[src/rtl/hilo_ctrl_pkg.sv]
// Shared types and constants for the HI/LO register controller that fronts the multiplier.
// Holds the FSM state encoding, data/counter widths and the read-port selection helper.
package hilo_ctrl_pkg;

  localparam int unsigned DATA_W      = 32;
  localparam int unsigned CNT_W       = 7;
  localparam int unsigned TIMEOUT_DEF = 64;

  typedef enum logic [1:0] {
    IDLE  = 2'd0,
    RUN   = 2'd1,
    DRAIN = 2'd2
  } state_e;

  // Read-port mux: HI wins over LO, and a same-cycle write to the register being read is forwarded.
  function automatic logic [DATA_W-1:0] sel_rdata(
    input logic              rd_hi,
    input logic              rd_lo,
    input logic              fwd_hi,
    input logic              fwd_lo,
    input logic [DATA_W-1:0] wdata,
    input logic [DATA_W-1:0] hi,
    input logic [DATA_W-1:0] lo
  );
    logic [DATA_W-1:0] res;
    res = '0;
    if (rd_hi) begin
      res = fwd_hi ? wdata : hi;
    end else if (rd_lo) begin
      res = fwd_lo ? wdata : lo;
    end
    return res;
  endfunction

endpackage

[src/rtl/hilo_ctrl.sv]
// HI/LO register file and handshake controller for an external multiplier.
// Issues MULT/MULTU, captures the first result, aborts on timeout, and serves MTHI/MTLO/MFHI/MFLO.
module hilo_ctrl
  import hilo_ctrl_pkg::*;
#(
  parameter int unsigned TIMEOUT = TIMEOUT_DEF
) (
  input  logic              clk,
  input  logic              reset_n,
  input  logic              start,
  input  logic              is_signed,
  input  logic [DATA_W-1:0] op_a,
  input  logic [DATA_W-1:0] op_b,
  output logic              mult_valid_in,
  output logic              mult_sign,
  output logic [DATA_W-1:0] mult_src_a,
  output logic [DATA_W-1:0] mult_src_b,
  input  logic              mult_valid_out,
  input  logic [DATA_W-1:0] mult_hi,
  input  logic [DATA_W-1:0] mult_lo,
  input  logic              mthi,
  input  logic              mtlo,
  input  logic [DATA_W-1:0] wdata,
  input  logic              mfhi,
  input  logic              mflo,
  output logic [DATA_W-1:0] rdata,
  output logic              stall,
  output logic              busy,
  output logic              timeout_err
);

  state_e            state, state_nxt;
  logic [DATA_W-1:0] hi, hi_nxt;
  logic [DATA_W-1:0] lo, lo_nxt;
  logic [DATA_W-1:0] src_a_nxt, src_b_nxt;
  logic              sign_nxt;
  logic [CNT_W-1:0]  cnt, cnt_nxt, cnt_inc;
  logic              err_nxt;
  logic              valid_in_nxt;
  logic              busy_nxt;
  logic              req_any;
  logic              wr_ok;
  logic              timeout_hit;

  assign req_any = start | mthi | mtlo | mfhi | mflo;
  assign stall   = (req_any && (state == RUN)) || (start && (state == DRAIN));
  assign wr_ok   = ~stall;

  // Counter reaching TIMEOUT at the end of this RUN cycle means the budget is spent.
  assign cnt_inc     = cnt + CNT_W'(1);
  assign timeout_hit = (cnt_inc == CNT_W'(TIMEOUT));

  assign rdata = sel_rdata(mfhi, mflo, mthi & wr_ok, mtlo & wr_ok, wdata, hi, lo);

  always_ff @(posedge clk or negedge reset_n) begin
    if (!reset_n) begin
      state         <= IDLE;
      hi            <= '0;
      lo            <= '0;
      cnt           <= '0;
      mult_src_a    <= '0;
      mult_src_b    <= '0;
      mult_sign     <= 1'b0;
      timeout_err   <= 1'b0;
      mult_valid_in <= 1'b0;
      busy          <= 1'b0;
    end else begin
      state         <= state_nxt;
      hi            <= hi_nxt;
      lo            <= lo_nxt;
      cnt           <= cnt_nxt;
      mult_src_a    <= src_a_nxt;
      mult_src_b    <= src_b_nxt;
      mult_sign     <= sign_nxt;
      timeout_err   <= err_nxt;
      mult_valid_in <= valid_in_nxt;
      busy          <= busy_nxt;
    end
  end

  always_comb begin
    state_nxt = state;
    hi_nxt    = hi;
    lo_nxt    = lo;
    cnt_nxt   = cnt;
    src_a_nxt = mult_src_a;
    src_b_nxt = mult_src_b;
    sign_nxt  = mult_sign;
    err_nxt   = timeout_err;

    unique case (state)
      IDLE: begin
        if (mthi && wr_ok) hi_nxt = wdata;
        if (mtlo && wr_ok) lo_nxt = wdata;
        if (start) begin
          src_a_nxt = op_a;
          src_b_nxt = op_b;
          sign_nxt  = is_signed;
          cnt_nxt   = '0;
          state_nxt = RUN;
        end
      end
      RUN: begin
        cnt_nxt = cnt_inc;
        // A result arriving on the timeout cycle still counts as success.
        if (mult_valid_out) begin
          hi_nxt    = mult_hi;
          lo_nxt    = mult_lo;
          state_nxt = DRAIN;
        end else if (timeout_hit) begin
          err_nxt   = 1'b1;
          state_nxt = DRAIN;
        end
      end
      DRAIN: begin
        if (mthi && wr_ok) hi_nxt = wdata;
        if (mtlo && wr_ok) lo_nxt = wdata;
        state_nxt = IDLE;
      end
      default: begin
        state_nxt = IDLE;
      end
    endcase

    // Handshake and status flops track the state being entered so they line up with it.
    valid_in_nxt = (state_nxt == RUN);
    busy_nxt     = (state_nxt != IDLE);
  end

endmodule

[config.mk]
export PLATFORM = sky130hd
export DESIGN_NAME = hilo_ctrl
export DESIGN_NICKNAME = d
export VERILOG_FILES = /design/src/rtl/hilo_ctrl_pkg.sv /design/src/rtl/hilo_ctrl.sv
export SDC_FILE = /design/constraint.sdc
export NUM_CORES = 1
export LEC_CHECK = 0
export CORE_UTILIZATION = 41
export CTS_CLUSTER_DIAMETER = 80
export DETAILED_ROUTE_END_ITERATION = 8
export PLACE_DENSITY = 0.88
export SLEW_MARGIN = 20
export SYNTH_ARGS = -nofsm -noshare
export SYNTH_HDL_FRONTEND = slang
export SYNTH_SLANG_ARGS = --single-unit
[constraint.sdc]
create_clock -name clk -period 2 [get_ports clk]
set_clock_uncertainty 0.1 [all_clocks]
set_input_delay 0.4 -clock clk [delete_from_list [all_inputs] [get_ports clk]]
set_output_delay 0.4 -clock clk [all_outputs]
set_load 0.02 [all_outputs]
==> results.tsv, run 1 <==
metric	value	unit
remaining antenna violation count	0	
Core ar.	18020	sq um
Post-Syn Instances	889	
Synth Area in Compound Gates	20.75	%
WHS	0.3283	ns
Reg clk slew, reported paths	0.06	ns
Distinct cells, synth	38	
total track usage	28.99	%
Comb power frac	52.7	%
synthesized area per cell	8.484	sq um
ratio of cells with drive above 1 in the final layout	19.95	%
Min Clock Period, post-route	2.774	ns
Yosys reg bits	141	
CTS Sinks	141	
Die Area	18940	sq um
final worst slack	-0.7741	ns
Starting Density	41.84	%
Post-synth EDFFs	0	
simple-gate area share of the yosys netlist	22.73	%
outcome	complete, but fails checks	
Async S/R FF share, synth	100.0	%
routed wire length	29080	microns
setup TNS	-33.43	ns
net load switching power	6583	uW
Final nets	1375	
sequential-to-total area share from yosys stat	46.78	%
worst-path maximum fanout	18	
hpwl dp	16560	microns
antenna cell count	0	
maximum vdd ir drop	0.8887	mV
Max H-tree Level	4	
HP Class	input port to asynchronous set/reset pin	
Leakage Power	0.005627	uW
Final Wtd Congestion	0.8193	
first-pass GRT wire length	41720	microns
Critical R2R Launch	state[0]	
DR iter-0 viols	758	
Most used DFF post-synth	dfrtp_1	
WL per Instance	20.09	microns
root buf cell	clkbuf_16	
Clk network pwr share	18.8	%
pin count of the biggest net entering global routing	58	
Power Density	1361	nW/um^2
MaxCap Viol Count	0	
# fillers	1252	
Slew Limit Fails	0	
Switching Share	38.10	%
Area Growth Syn to Fin	68.36	%
Tightest Pin Transition	0.4117	ns
main combinational cell family by area after synthesis	simple AND/OR/NAND/NOR gates	
failing checks	negative setup slack	
unrepaired setup endpoints after global routing	true	
final worst-path cycle share	138.7	%
vias	8339	
Synth Area in Adders	0.1659	%
die height	137.6	microns
mux share of post-synthesis cell area	5.027	%
GRT overflow	0	
total power	17280	uW
Buffers on Ports	269	
cell row count	49	
Mapped Nets	1059	
vias in the first global route	8129	
Flop pwr share	28.5	%
Final setup viols	164	
Hold Violations, Final	0	
DRT Pass-1 Iters	7	
origin of the worst setup path	state[0]	
crit path kind	flop to output pin	
initial antenna violation count	0	
I/O pin total	270	
xor/xnor share of the synthesized area	0	%
Critical Path End Type	output pin	
Critical Path AT	2.27	ns
CTS tree	built	
CP Launch Type	flop	
cell-internal power	10700	uW
synth warn	0	
clock buffer depth	2	
drt via density	5.763	
CTS Buf Count	17	
Max-Slew Margin vs Limit	72.55	%
chip width	137.6	microns
Mapped Area	7542	sq um
f_max	0.3605	GHz
DRC Markers	0	
clock latency on the worst-skew pair	0.42	ns
worst path required time	1.50	ns
[cell usage after synthesis, types with 2 or more instances]
cell type	count	area, sq um
nor3b_1	31	232.7
a32o_1	31	310.3
buf_1	4	15.01
nand4_1	2	12.51
mux2i_1	3	30.03
nand2b_1	5	31.28
a31oi_1	3	18.77
a21oi_1	130	650.6
nand3_1	3	15.01
buf_6	3	33.78
nor3_1	2	10.01
nand2_1	205	769.5
o22a_1	31	271.5
clkbuf_1	44	165.2
o21ai_0	43	215.2
buf_4	2	15.01
dfrtp_1	141	3528
mux2_1	30	337.8
nor2b_1	35	219.0
nor2_1	100	375.4
o31ai_1	3	22.52
buf_2	22	110.1
[through the flow]
step / instance area (sq um) / util (%) / worst slack (ns) / instances
6_report: 12700 / 70.45 / -0.7741 / 1447
5_1_grt: 12700 / 70.45 / -0.8350 / 1447
4_1_cts: 12300 / 68.22 / -0.7569 / 1432
3_5_place_dp: 10900 / 60.45 / -1.096 / 1369
3_3_place_gp: 10900 / 60.45 / -1.062 / 1369
2_1_floorplan: 7586 / - / -0.1192 / 889
[flip-flops by register name, indices dropped and copies added, names as in the netlist]
register,count
mult_src_b,32
mult_src_a,32
lo,32
cnt,7
mult_sign,1
hi,32
timeout_err,1
busy,1
state,2
mult_valid_in,1
[area by class of cell]
class / instances / area (sq um) / area share [%]
Tap cell: 229 / 286.5 / 2.256
Inverter: 1 / 3.754 / 0.02956
Clock buffer: 17 / 425.4 / 3.350
Sequential cell: 141 / 3533 / 27.83
Clock inverter: 15 / 176.4 / 1.389
Timing Repair Buffer: 372 / 4362 / 34.35
Multi-Input combinational cell: 672 / 3911 / 30.80
[final timing paths]
kind | end | depth (start not counted) | slack [ns]
worst max-delay path | rdata[2] | 8 | -0.77
worst min-delay path | hi[18] | 2 | 0.33
worst max register to register | lo[22] | 11 | -0.26
worst min register to register | mult_src_b[1] | 2 | 0.37
max in group asynchronous | mult_src_a[10] | 3 | 0.85
min in group clk | mult_src_b[1] | 2 | 0.37
[worst max-delay path, stage by stage, from the launching register on]
cell and delay [ns]:
dfrtp_4 0.44, buf_6 0.11, nor2b_4 0.04, buf_4 0.15, buf_12 0.16, nor3b_1 0.32
o21ai_0 0.20, a32o_2 0.30, buf_6 0.13
[power by group through the flow]
stage                     clock network (uW)  registers [uW]  logic [uW]
after floorplan                            0            5420        3320
after global placement                     0            4830        6940
after detailed placement                   0            4900        7110
after CTS                               3300            4870        8380
after global routing                    3420            5060        9630
final                                   3250            4920        9110
[layer usage]
layer	vias to the layer above	track usage, %	wire length, microns
met3	115	8.793	3121
met4	0	16.91	1363
met5	-	0	0
met1	3947	33.26	10670
met2	566	47.68	13920
li1	3711	-	-
[kinds of logic (layout without fill, tap and decap cells)]
| logic type | after synthesis | in the layout |
|---|---|---|
| flip-flops | 141 | 141 |
| AO/OA/AOI/OAI | 248 | 248 |
| AND/OR/NAND/NOR | 389 | 389 |
| multiplexers | 34 | 34 |
| buffers and inverters | 76 | 405 |
| adder cells (fa/ha/maj) | 1 | 1 |
[what timing repair did]
action | CTS | global route
gates cloned | 13 | 10
pin swaps | 10 | 13
setup buffers | 17 | 7
endpoints found under the setup margin | 65 | 161
hold endpoints to repair | 29 | 0
gates resized for setup | 252 | 45
hold buffers | 1 | 0
[layout by cell type, fill, tap and decap left out, types with 4 or more instances in the layout]
master           instances
clkdlybuf4s50_1        232
nand2_1                204
dfrtp_1                139
a21oi_1                127
nor2_1                  96
buf_6                   45
o21ai_0                 34
buf_4                   34
nor2b_1                 33
o22a_1                  31
nor3b_1                 31
a32o_2                  30
clkbuf_16               26
buf_12                  25
mux2_4                  19
mux2_1                  11
buf_8                   10
o21ai_1                  7
bufbuf_16                6
buf_16                   6
inv_6                    4
clkinvlp_4               4
No activity file was read; power rests on OpenSTA's default activity.
==> run 2, diff against run 1 <==
--- a/config.mk
+++ b/config.mk
@@ -5,10 +5,11 @@
 export SDC_FILE = /design/constraint.sdc
 export NUM_CORES = 1
 export LEC_CHECK = 0
-export CORE_UTILIZATION = 41
+export CORE_UTILIZATION = 55
 export CTS_CLUSTER_DIAMETER = 80
 export DETAILED_ROUTE_END_ITERATION = 8
-export PLACE_DENSITY = 0.88
+export DONT_BUFFER_PORTS = 1
+export PLACE_DENSITY = 0.84
 export SLEW_MARGIN = 20
 export SYNTH_ARGS = -nofsm -noshare
 export SYNTH_HDL_FRONTEND = slang
==> results.tsv, run 2 (synthesis gave the netlist of run 1 again) <==
metric	value	unit
Flop pwr share	42.3	%
vias in the first global route	7007	
routed wire length	22360	microns
DR iter-0 viols	578	
Worst Setup EP	rdata[7]	
M1 GR Usage	37.76	%
crit path kind	flop to output pin	
Comb power frac	34.2	%
failing checks	negative hold slack, negative setup slack	
RR Endpoint	lo[0]	
cell row count	42	
cell-internal power	8035	uW
chip width	119.1	microns
Power Density	1466	nW/um^2
final worst-path cycle share	128.9	%
die height	119.1	microns
most frequent cells in the layout	204 x nand2_1, 140 x dfrtp_1, 130 x a21oi_1	
Final Wtd Congestion	0.8483	
outcome	complete, but fails checks	
net load switching power	5606	uW
WP depth	6	
drt via density	6.222	
CTS Buf Count	17	
Final setup viols	33	
CTS Sinks	141	
Buffers on Ports	0	
Critical Path End Type	output pin	
unrepaired setup endpoints after global routing	true	
Switching Share	41.09	%
met2 GRT Util	52.40	%
Starting Density	56.73	%
DP Cell Count	1022	
Max H-tree Level	4	
ratio of cells with drive above 1 in the final layout	13.15	%
CP max stage cell	dfrtp_4	
R2R Setup Slk	0.11	ns
antenna cell count	0	
first-pass GRT wire length	34870	microns
total track usage	31.64	%
dpl ws	-0.1930	ns
initial antenna violation count	0	
Max-Slew Margin vs Limit	75.16	%
Max stage delay on crit path	0.44	ns
MaxCap Viol Count	0	
DRT Pass-1 Iters	5	
clock buffer depth	2	
DRC Markers	0	
Core ar.	13300	sq um
hpwl dp	13400	microns
final worst slack	-0.5784	ns
HP Class	input port to asynchronous set/reset pin	
CTS hold repair buffers	60	
gr busiest metal	met2	
Slew Limit Fails	0	
Critical Path AT	2.08	ns
leading cell type in the layout, fill and taps excluded	nand2_1	
root buf cell	clkbuf_16	
Reg clk slew, reported paths	0.06	ns
GRT overflow	0	
Register-to-Register Path Depth	7	
Tightest Pin Transition	0.3727	ns
Clk network pwr share	23.6	%
Critical R2R Launch	state[0]	
worst path required time	1.50	ns
worst-path maximum fanout	16	
global routing usage on met3	8.190	%
non-filler cells, final	1119	
Leakage Power	0.004139	uW
Final nets	1100	
WHS	-0.4194	ns
worst-path cell chain	buf_6 -> nor2b_4 -> o22ai_4 -> buf_12 -> mux2_1 -> a32o_2	
f_max	0.3878	GHz
clock latency on the worst-skew pair	0.42	ns
Die Area	14190	sq um
maximum vdd ir drop	0.8361	mV
origin of the worst setup path	state[0]	
Hold Violations, Final	141	
WL per Instance	19.98	microns
Area Growth Syn to Fin	23.34	%
Buf+Inv Stages, Crit Path	2	
I/O pin total	270	
CTS tree	built	
setup TNS	-18.42	ns
Min Clock Period, post-route	2.578	ns
pin count of the biggest net entering global routing	142	
vias	6962	
remaining antenna violation count	0	
Largest delay share family, worst path	compound AO/OA/AOI/OAI gates	
Final Core Density	69.97	%
CP Launch Type	flop	
## run 2: how the worst min path moves through the flow
| stage | start | endpoint | slack (ns) | cells past startpoint |
|---|---|---|---|---|
| floorplan | reset_n | busy | 0.004 | 0 |
| global placement | reset_n | hi[10] | 0.009 | 0 |
| detailed placement | reset_n | hi[10] | 0.008 | 0 |
| CTS | reset_n | hi[10] | -0.44 | 0 |
| global route | reset_n | mult_src_b[29] | -0.44 | 0 |
| finish | reset_n | hi[3] | -0.42 | 0 |
## run 2: final cells by class
type / instances / area [sq um]
Tap cell: 176 / 220.2
Timing Repair Buffer: 97 / 1129
Multi-Input combinational cell: 672 / 3820
Fill cell: 1027 / 3993
Clock buffer: 17 / 425.4
Inverter: 1 / 3.754
Clock inverter: 15 / 172.7
Sequential cell: 141 / 3532
## run 2: routing by layer
metal / vias up / wire length [microns]
met2: 454 / 10960
met4: 0 / 802
met3: 74 / 2118
li1: 3152 / -
met1: 3282 / 8478
met5: - / 0
## run 2: worst reg2reg max path: cells and delay by family, from the launching register on
kind                   cells  cell delay, ns
AO/OA/AOI/OAI              2            0.18
buffers and inverters      3            0.57
flip-flops                 1            0.44
multiplexers               1            0.33
AND/OR/NAND/NOR            1            0.15
## run 2: timing repair
item,4_1_cts,5_1_grt
endpoints found under the setup margin,52,81
gates resized for setup,22,18
pin swaps,2,11
gates cloned,2,0
setup buffers,2,2
hold endpoints to repair,202,141
## run 2: power groups by stage
stage / Combinational (uW) / Clock, uW / Sequential, uW
finish: 4660 / 3210 / 5770
CTS: 4510 / 3240 / 5730
global route: 5070 / 3380 / 5900
detailed placement: 4190 / 0 / 5730
global placement: 4020 / 0 / 5710
floorplan: 3320 / 0 / 5420
## run 2: through the flow
| stage | cell area [sq um] | total power, uW |
|---|---|---|
| floorplan | 7586 | 8733 |
| global placement | 7913 | 9727 |
| detailed placement | 7913 | 9924 |
| CTS | 9261 | 13490 |
| global route | 9303 | 14360 |
| finish | 9303 | 13640 |
==> run 3, diff against run 2 <==
==> constraint.sdc (replaced) <==
create_clock -name clk -period 2 [get_ports clk]
set_clock_uncertainty 0.1 [all_clocks]
set_input_delay 0.3 -clock clk [delete_from_list [all_inputs] [get_ports clk]]
set_output_delay 0.3 -clock clk [all_outputs]
set_load 0.02 [all_outputs]
==> results.tsv, run 3 (synthesis gave the netlist of run 1 again) <==
metric	value	unit
total track usage	31.36	%
drt via density	6.098	
leading cell type in the layout, fill and taps excluded	nand2_1	
total power	13560	uW
Register-to-Register Path Depth	8	
Power Density	1423	nW/um^2
ratio of cells with drive above 1 in the final layout	12.83	%
die height	119.1	microns
met2 GRT Util	50.80	%
Worst Setup EP	rdata[30]	
Hold Violations, Final	141	
DR iter-0 viols	759	
CTS hold repair buffers	92	
origin of the worst setup path	state[0]	
unrepaired setup endpoints after global routing	true	
Critical R2R Launch	state[0]	
net load switching power	5660	uW
Final nets	1131	
root buf cell	clkbuf_16	
final worst slack	-0.5435	ns
vias	7019	
Area Growth Syn to Fin	26.28	%
RR Endpoint	lo[16]	
DRC Markers	0	
Final Wtd Congestion	0.9071	
Clk network pwr share	23.2	%
Switching Share	41.75	%
CTS Sinks	141	
Reg clk slew, reported paths	0.07	ns
CTS Buf Count	17	
chip width	119.1	microns
crit path kind	flop to output pin	
worst path required time	1.60	ns
clock buffer depth	2	
Core ar.	13300	sq um
Slew Limit Fails	0	
Buffers on Ports	0	
initial antenna violation count	1	
Max-Slew Margin vs Limit	52.18	%
Die Area	14190	sq um
routed wire length	22690	microns
GRT overflow	0	
worst-path maximum fanout	15	
cell-internal power	7898	uW
Leakage Power	0.004253	uW
CTS tree	built	
Final setup viols	34	
maximum vdd ir drop	1.007	mV
Critical Path AT	2.14	ns
MaxCap Viol Count	0	
failing checks	negative hold slack, negative setup slack	
pin count of the biggest net entering global routing	142	
Flop pwr share	42.6	%
area occupied by multi-input gates	3830	sq um
global routing usage on met3	8.669	%
WL per Instance	19.72	microns
first-pass GRT wire length	34820	microns
R2R Setup Slk	-0.01	ns
WHS	-0.5197	ns
Max H-tree Level	4	
Tightest Pin Transition	0.7173	ns
CP Launch Type	flop	
cell row count	42	
Sequential Area	3533	sq um
DRT Pass-1 Iters	5	
M1 GR Usage	38.56	%
Min Clock Period, post-route	2.543	ns
most frequent cells in the layout	204 x nand2_1, 139 x dfrtp_1, 130 x a21oi_1	
# fillers	939	
vias in the first global route	6909	
final worst-path cycle share	127.2	%
hpwl dp	13430	microns
f_max	0.3932	GHz
I/O pin total	270	
Starting Density	56.73	%
remaining antenna violation count	0	
Comb power frac	34.1	%
HP Class	input port to asynchronous set/reset pin	
setup TNS	-16.58	ns
dpl ws	-0.09217	ns
Critical Path End Type	output pin	
gr busiest metal	met2	
clock latency on the worst-skew pair	0.41	ns
outcome	complete, but fails checks	
[run 3: repair_timing]
item	in CTS	in global routing
buffers inserted	2	4
hold endpoints to repair	236	141
pin swaps	2	14
gates cloned	0	2
gates resized for setup	2	27
setup endpoints to repair	33	33
[run 3: final cells by class]
cell class / instances / area share (%)
clock inverters: 15 / 1.826
well taps: 176 / 2.312
repair buffers: 128 / 14.02
clock buffers: 17 / 4.467
inverters: 1 / 0.03941
diodes: 1 / 0.02627
multi-input cells: 672 / 40.21
flip-flops and latches: 141 / 37.10
[run 3: power groups by stage]
stage                     registers [uW]  logic [uW]  clock network [uW]
after detailed placement            5740        4090                   0
final                               5780        4620                3150
after global placement              5720        3920                   0
after global routing                5900        5030                3340
after CTS                           5720        4260                3220
after floorplan                     5420        3310                   0
[run 3: critical path, stage by stage, from the launching register on]
cell and delay, ns:
dfrtp_4 0.43, buf_6 0.12, nor2b_4 0.05, o22ai_4 0.28, buf_12 0.22, mux2_1 0.34
a32o_2 0.28
[run 3: stage by stage]
stage / cell area [sq um] / std cells / utilization, %
floorplan: 7582 / 889 / -
global placement: 7829 / 1020 / 58.88
detailed placement: 7829 / 1020 / 58.88
CTS: 9369 / 1146 / 70.47
global route: 9524 / 1151 / 71.64
finish: 9524 / 1151 / 71.64
[run 3: how the worst min path moves through the flow]
stage	from	to	slack (ns)	depth (start not counted)
2_1_floorplan	reset_n	busy	-0.1	0
3_3_place_gp	reset_n	hi[2]	-0.09	0
3_5_place_dp	reset_n	hi[2]	-0.09	0
4_1_cts	reset_n	hi[25]	-0.54	0
5_1_grt	reset_n	hi[2]	-0.54	0
6_report	reset_n	lo[6]	-0.52	0
[run 3: metal layers]
metal / vias up / wire, microns
li1: 3219 / -
met1: 3330 / 8913
met2: 401 / 10900
met3: 69 / 2069
met4: 0 / 805
met5: - / 0
==> RTL edit 1: new RTL, settings of run 1 <==
`mult_src_a` and `mult_src_b` no longer have a reset.
--- a/src/rtl/hilo_ctrl.sv
+++ b/src/rtl/hilo_ctrl.sv
@@ -58,8 +58,6 @@
       hi            <= '0;
       lo            <= '0;
       cnt           <= '0;
-      mult_src_a    <= '0;
-      mult_src_b    <= '0;
       mult_sign     <= 1'b0;
       timeout_err   <= 1'b0;
       mult_valid_in <= 1'b0;
@@ -69,13 +67,16 @@
       hi            <= hi_nxt;
       lo            <= lo_nxt;
       cnt           <= cnt_nxt;
-      mult_src_a    <= src_a_nxt;
-      mult_src_b    <= src_b_nxt;
       mult_sign     <= sign_nxt;
       timeout_err   <= err_nxt;
       mult_valid_in <= valid_in_nxt;
       busy          <= busy_nxt;
     end
+  end
+
+  always_ff @(posedge clk) begin
+    mult_src_a <= src_a_nxt;
+    mult_src_b <= src_b_nxt;
   end
 
   always_comb begin
Function: changed (Yosys sat finds a counterexample within 4 cycles, from zero or initial values and one cycle with reset_n low).
==> RTL edit 1 against run 1 <==
  * The flow still finishes with violations (negative setup slack)
  * Critical path depth did not move
  * Area after synthesis is 5.3% lower
  * Sequential power fell by 7.5%
  * Sequential share of layout area is 4.8 points higher
  * Non-clock buffer count decreased by 28
  * Wire length decreased by 8.9%
  * Cell area is 6.9% lower
  * Via count is 17% lower
  * Setup slack improved by 0.014 ns
  * Sequential cell count did not move
  * Synthesized cell count down 23%
  * Power shrank 18%
  * Utilization shrank 0.13 points
  * Critical endpoint is now rdata[8]
==> RTL edit 1: results (changes against run 1) <==
| Metric | Value |
|---|---|
| Num CTS Buffers | 17 (unchanged) |
| Drt first pass iters | 5 (-2) |
| Dpl hpwl | 16.3 mm (-1.4%) |
| Met2 wire len | 13.5 mm (-3.4%) |
| GR Util met1 | 0.336 (+0.00300) |
| Seq/Total Area, Yosys | 0.539 (+0.0713) |
| Worst min path class | in -> async |
| Htree depth | 4 (unchanged) |
| Layout Nets | 1154 (-16%) |
| Post-CTS sizing | 212 (-16%) |
| Outcome | finished with violations |
| Worst EP arrival | between 2 and 2.5 ns |
| Placer Congestion | 0.856 (+4.5%) |
| Post-synth top area share | 0.270 (-0.198) |
| First-pass GRT wire length | 39.4 mm (-5.6%) |
| Failing checks | negative setup slack |
| Worst Setup Slack, final | -0.760 ns (+0.0137 ns) |
| Post-Route WL | 26.5 mm (-8.9%) |
| Filler cells | 1204 (-3.8%) |
| Max Root-Sink Buffers | 2 (unchanged) |
| Yosys cell types | 39 (+2.6%) |
| Initial DRC count | 386 (-49%) |
| Initial antenna violation count | 2 (+2) |
| # setup viols final | 131 (-20%) |
| Leak | 4.69 nW (-17%) |
| CTS Hold Bufs | 1 (unchanged) |
| WL per Instance | 21.7 microns (+8.0%) |
| Worst-path clk slew | ~0.070 ns |
| Met3 Wirelength | 2.08 mm (-33%) |
| Ys flop type | dfrtp_1 |
| Worst VDD drop | 0.655 mV (-26%) |
| GRT Overall Usage | 0.292 (+0.00168) |
| Placed inst area | 10400 sq um (-4.2%) |
| Crit Path Max Fanout | 11 (-7) |
| Post-route antenna net violation count | 0 (unchanged) |
| Post-detailed-route via-to-cell ratio | 5.70 (-1.1%) |
| Met2 Use GR | 0.516 (+0.0390) |
| Clk_lat worst skew | 0.41 ns |
| Met1 WL | 9.95 mm (-6.7%) |
| Port-buffer cells | 269 (unchanged) |
| Layout cell share with drive strength beyond 1 | 0.222 (+0.0222) |
| Place WS | -1.21 ns (-0.111 ns) |
| EDFF count, synth | 64 (+64) |
| Ys Warns | 0 (unchanged) |
| Slew @ Worst Pin | 0.392 ns (-0.0194 ns) |
| Worst reg-to-reg setup slack | -0.25 ns |
| Post-synth ARST share | 0.546 (-0.454) |
| DR top layer | met4 |
| WHS | 0.370 ns (+0.0413 ns) |
| Setup Buffers After CTS | 14 (-3) |
| Post-Synthesis Net Count | 851 (-20%) |
| Met3 usage | 0.0624 (-0.0256) |
| Synth top cells by count | a21oi_1 (131), nor2_1 (102), dfrtp_1 (77) |
| Synth Instances | 681 (-23%) |
| Root buffer cell | clkbuf_16 |
| Vias in the first global route | 6977 (-14%) |
| Ranking of synthesized cells by area | dfrtp_1 (27%), edfxtp_1 (27%), a21oi_1 (9.2%) |
| Largest net degree at the start of global routing | 54 (-6.9%) |
| Setup TNS | -39.05 ns (-5.61 ns) |
## RTL edit 1: cell count changes after synthesis, moves of 12 or more
| cell | delta |
|---|---|
| nand2_1 | -196 |
| dfrtp_1 | -64 |
| edfxtp_1 | +64 |
| clkbuf_1 | -18 |
| mux2_2 | +13 |
| mux2_1 | -12 |
## RTL edit 1: worst paths after layout
check	to	from	cells after the start
setup / recovery	rdata[8]	state[0]	8
hold / removal	lo[27]	reset_n	2
setup reg to reg	mult_src_a[23]	state[0]	8
hold reg to reg	timeout_err	timeout_err	1
max in group asynchronous	hi[9]	reset_n	3
min in group clk	timeout_err	timeout_err	1
## RTL edit 1: critical path: stages, from the launching register on
cell	delay, ns
dfrtp_4	0.51
buf_6	0.14
nor2b_4	0.14
o22ai_4	0.09
buf_6	0.13
buf_12	0.15
mux2_4	0.30
a32o_2	0.24
buf_2	0.16
## RTL edit 1: kinds of logic after synthesis
family,share of synthesized area
AOI/OAI and AO/OA,0.221
adders and majority gates,0.00175
buffers and inverters,0.0463
DFF,0.539
muxes,0.0547
and+or+nand+nor,0.137
## RTL edit 1: power by group
| group | internal (mW) | switching [mW] | total [mW] |
|---|---|---|---|
| Sequential | 3.96 | 0.586 | 4.55 |
| Combinational | 3.55 | 3.01 | 6.57 |
| Clock | 1.63 | 1.40 | 3.03 |
## RTL edit 1: final cells by class
cell class	count	area, sq um	share of cell area
clock inverters	15	126	0.0107
repair buffers	344	3930	0.332
multi-input cells	479	3210	0.271
inverters	1	3.75	0.000317
diodes	3	7.51	0.000635
flip-flops and latches	141	3850	0.326
clock buffers	17	425	0.0360
well taps	220	275	0.0233
==> RTL edit 2: new RTL, flow settings as in run 1 <==
Without the edit above. Set the package constant `TIMEOUT_DEF` to 32 (it was 64).
--- a/src/rtl/hilo_ctrl_pkg.sv
+++ b/src/rtl/hilo_ctrl_pkg.sv
@@ -4,7 +4,7 @@
 
   localparam int unsigned DATA_W      = 32;
   localparam int unsigned CNT_W       = 7;
-  localparam int unsigned TIMEOUT_DEF = 64;
+  localparam int unsigned TIMEOUT_DEF = 32;
 
   typedef enum logic [1:0] {
     IDLE  = 2'd0,
Function: no difference found for any inputs over 4 cycles, from zero or initial values and one cycle with reset_n low; that may be too few to reach the edited logic, so the function may still have changed.
==> RTL edit 2 against run 1 <==
  * The flow still finishes with violations (negative setup slack)
  * Utilization down 2.7 points
  * Cell area down 4.1%
  * Critical path depth down 2
  * Area after synthesis down 0.65%
  * Power down 4.3%
  * Final cell count down 11%
  * Setup slack worse by 0.010 ns
  * Maximum frequency down 0.36%
  * Via count down 11%
  * First-iteration DRC count down 48%
  * Sequential cell count unchanged
  * Wire length down 9.4%
  * Critical path type unchanged
  * Largest power group unchanged
==> RTL edit 2: results (changes against run 1) <==
| Metric | Value |
|---|---|
| Adder-cell share of the synthesized area | 0.00167 (+0.0000108) |
| Port-buffer cells | 269 (unchanged) |
| First-pass GRT wire length | 38.0 mm (-8.8%) |
| Clk_lat worst skew | 0.42 ns (about the same) |
| Worst Setup Slack, final | -0.784 ns (-0.00996 ns) |
| Initial antenna violation count | 1 (+1) |
| Worst-path clk slew | 0.07 ns |
| Internal cell power | 10.4 mW (-3.1%) |
| Htree depth | 4 (unchanged) |
| Synth top cells by count | dfrtp_1 (141), a21oi_1 (131), nor2_1 (103) |
| Relative slew margins | 0.658 (-0.0670) |
| Post-Synthesis Net Count | 922 (-13%) |
| Post-Synth XOR/XNOR Area | 0 (unchanged) |
| Logic gate share of total power | 0.507 (-0.020) |
| Root buffer cell | clkbuf_16 |
| Yosys cell types | 38 (unchanged) |
| Layout Nets | 1221 (-11%) |
| Placer Congestion | 0.861 (+5.1%) |
| Setup TNS | -30.76 ns (+2.68 ns) |
| Ranking of synthesized cells by area | dfrtp_1 (47%), mux2_2 (13%), a21oi_1 (8.7%) |
| Max Root-Sink Buffers | 2 (unchanged) |
| Vias in the first global route | 7529 (-7.4%) |
| # setup viols final | 109 (-34%) |
| Filler cells | 1289 (+3.0%) |
| Failing checks | negative setup slack |
| Largest net degree at the start of global routing | 55 (-5.2%) |
| Seq/Total Area, Yosys | 0.471 (+0.00305) |
| Vias | 7412 (-11%) |
| Synth Area in Compound Gates | 0.207 (-0.000652) |
| Crit Path Max Fanout | 31 (+13) |
| Post-synth ARST share | 1.00 (unchanged) |
| WL per Instance | 20.4 microns (+1.4%) |
| Layout cell share with drive strength beyond 1 | 0.277 (+0.0777) |
| Clock group | 3.20 mW (-2%) |
| Drt first pass iters | 5 (-2) |
| Worst VDD drop | 0.854 mV (-3.9%) |
| Worst min path class | in -> async |
| Outcome | finished with violations |
| GRT Overall Usage | 0.267 (-0.0226) |
| Total power per unit cell area | 1360 nW/um^2 (-0.18%) |
| Leak | 5.08 nW (-9.7%) |
| Num CTS Buffers | 17 (unchanged) |
| Worst EP arrival | 2.28 ns |
| Multiplexer share of the synthesized area | 0.148 (+0.0980) |
| Dpl hpwl | 16.6 mm (+0.15%) |
| EDFF count, synth | 0 (unchanged) |
| Ys Warns | 0 (unchanged) |
| Initial DRC count | 395 (-48%) |
-- RTL edit 2: cell count changes in the layout (fill, tap and decap cells not counted), moves of 4 or more --
cell       before  now
buf_12         25   20
buf_16          6    0
buf_8          10    3
bufbuf_16       6    2
clkbuf_16      26   21
mux2_1         11    0
mux2_2          1   50
mux2_4         19   46
nand2_1       204    9
nor2_1         96  100
o21ai_0        34   28
o21ai_1         7   12
-- RTL edit 2: layout make-up --
cell class                      instances  area share
Sequential cell                       141       0.290
Timing Repair Buffer                  347       0.309
Clock buffer                           17      0.0350
Tap cell                              229      0.0235
Inverter                                1    0.000308
Multi-Input combinational cell        543       0.328
Clock inverter                         15      0.0137
Antenna cell                            1    0.000206
-- RTL edit 2: stage by stage --
| stage | utilization | std cells | setup WS, ns | instance area, sq um |
|---|---|---|---|---|
| floorplan | - | 752 | -0.127 | 7560 |
| finish | 0.678 | 1294 | -0.784 | 12200 |
| global placement | 0.604 | 1237 | -1.06 | 10900 |
| CTS | 0.659 | 1284 | -0.874 | 11800 |
| global route | 0.677 | 1293 | -0.812 | 12200 |
| detailed placement | 0.604 | 1237 | -1.10 | 10900 |
-- RTL edit 2: cell families (layout without fill, tap and decap cells) --
logic type                 Yosys count  in the layout
AOI/OAI and AO/OA                  247            247
and+or+nand+nor                    196            196
DFF                                141            141
muxes                               99             99
buffers and inverters               68            380
adders and majority gates            1              1
other                                0              1
-- RTL edit 2: worst paths after layout --
| kind | from | to | slack, ns | cells past startpoint |
|---|---|---|---|---|
| max in group asynchronous | reset_n | lo[29] | 0.85 | 3 |
| max reg2reg | state[0] | mult_src_a[8] | -0.14 | 7 |
| min in group clk | timeout_err | timeout_err | 0.37 | 1 |
| min | reset_n | lo[3] | 0.35 | 2 |
| max | state[0] | rdata[11] | -0.78 | 6 |
| min reg2reg | timeout_err | timeout_err | 0.37 | 1 |
-- RTL edit 2: what timing repair did --
action / 4_1_cts / 5_1_grt
cloned: 5 / 4
hold buffers: 1 / 0
gates resized for setup: 231 / 84
buffers inserted: 9 / 8
pin swaps: 6 / 13
endpoints found under the hold margin: 34 / 0
endpoints found under the setup margin: 36 / 38
-- RTL edit 2: routing by layer --
layer | vias to the layer above | global-route usage | part of all wire
met5 | - | 0 | 0
met4 | 0 | 0.131 | 0.034
met3 | 69 | 0.0798 | 0.093
met2 | 415 | 0.453 | 0.49
met1 | 3586 | 0.307 | 0.39
li1 | 3342 | - | -
-- RTL edit 2: worst max-delay path: stages (launching register included) --
cell and delay [ns]:
dfrtp_4 0.50, buf_6 0.14, or3b_4 0.39, buf_12 0.18, o22a_1 0.20, a32o_2 0.28
buf_6 0.13
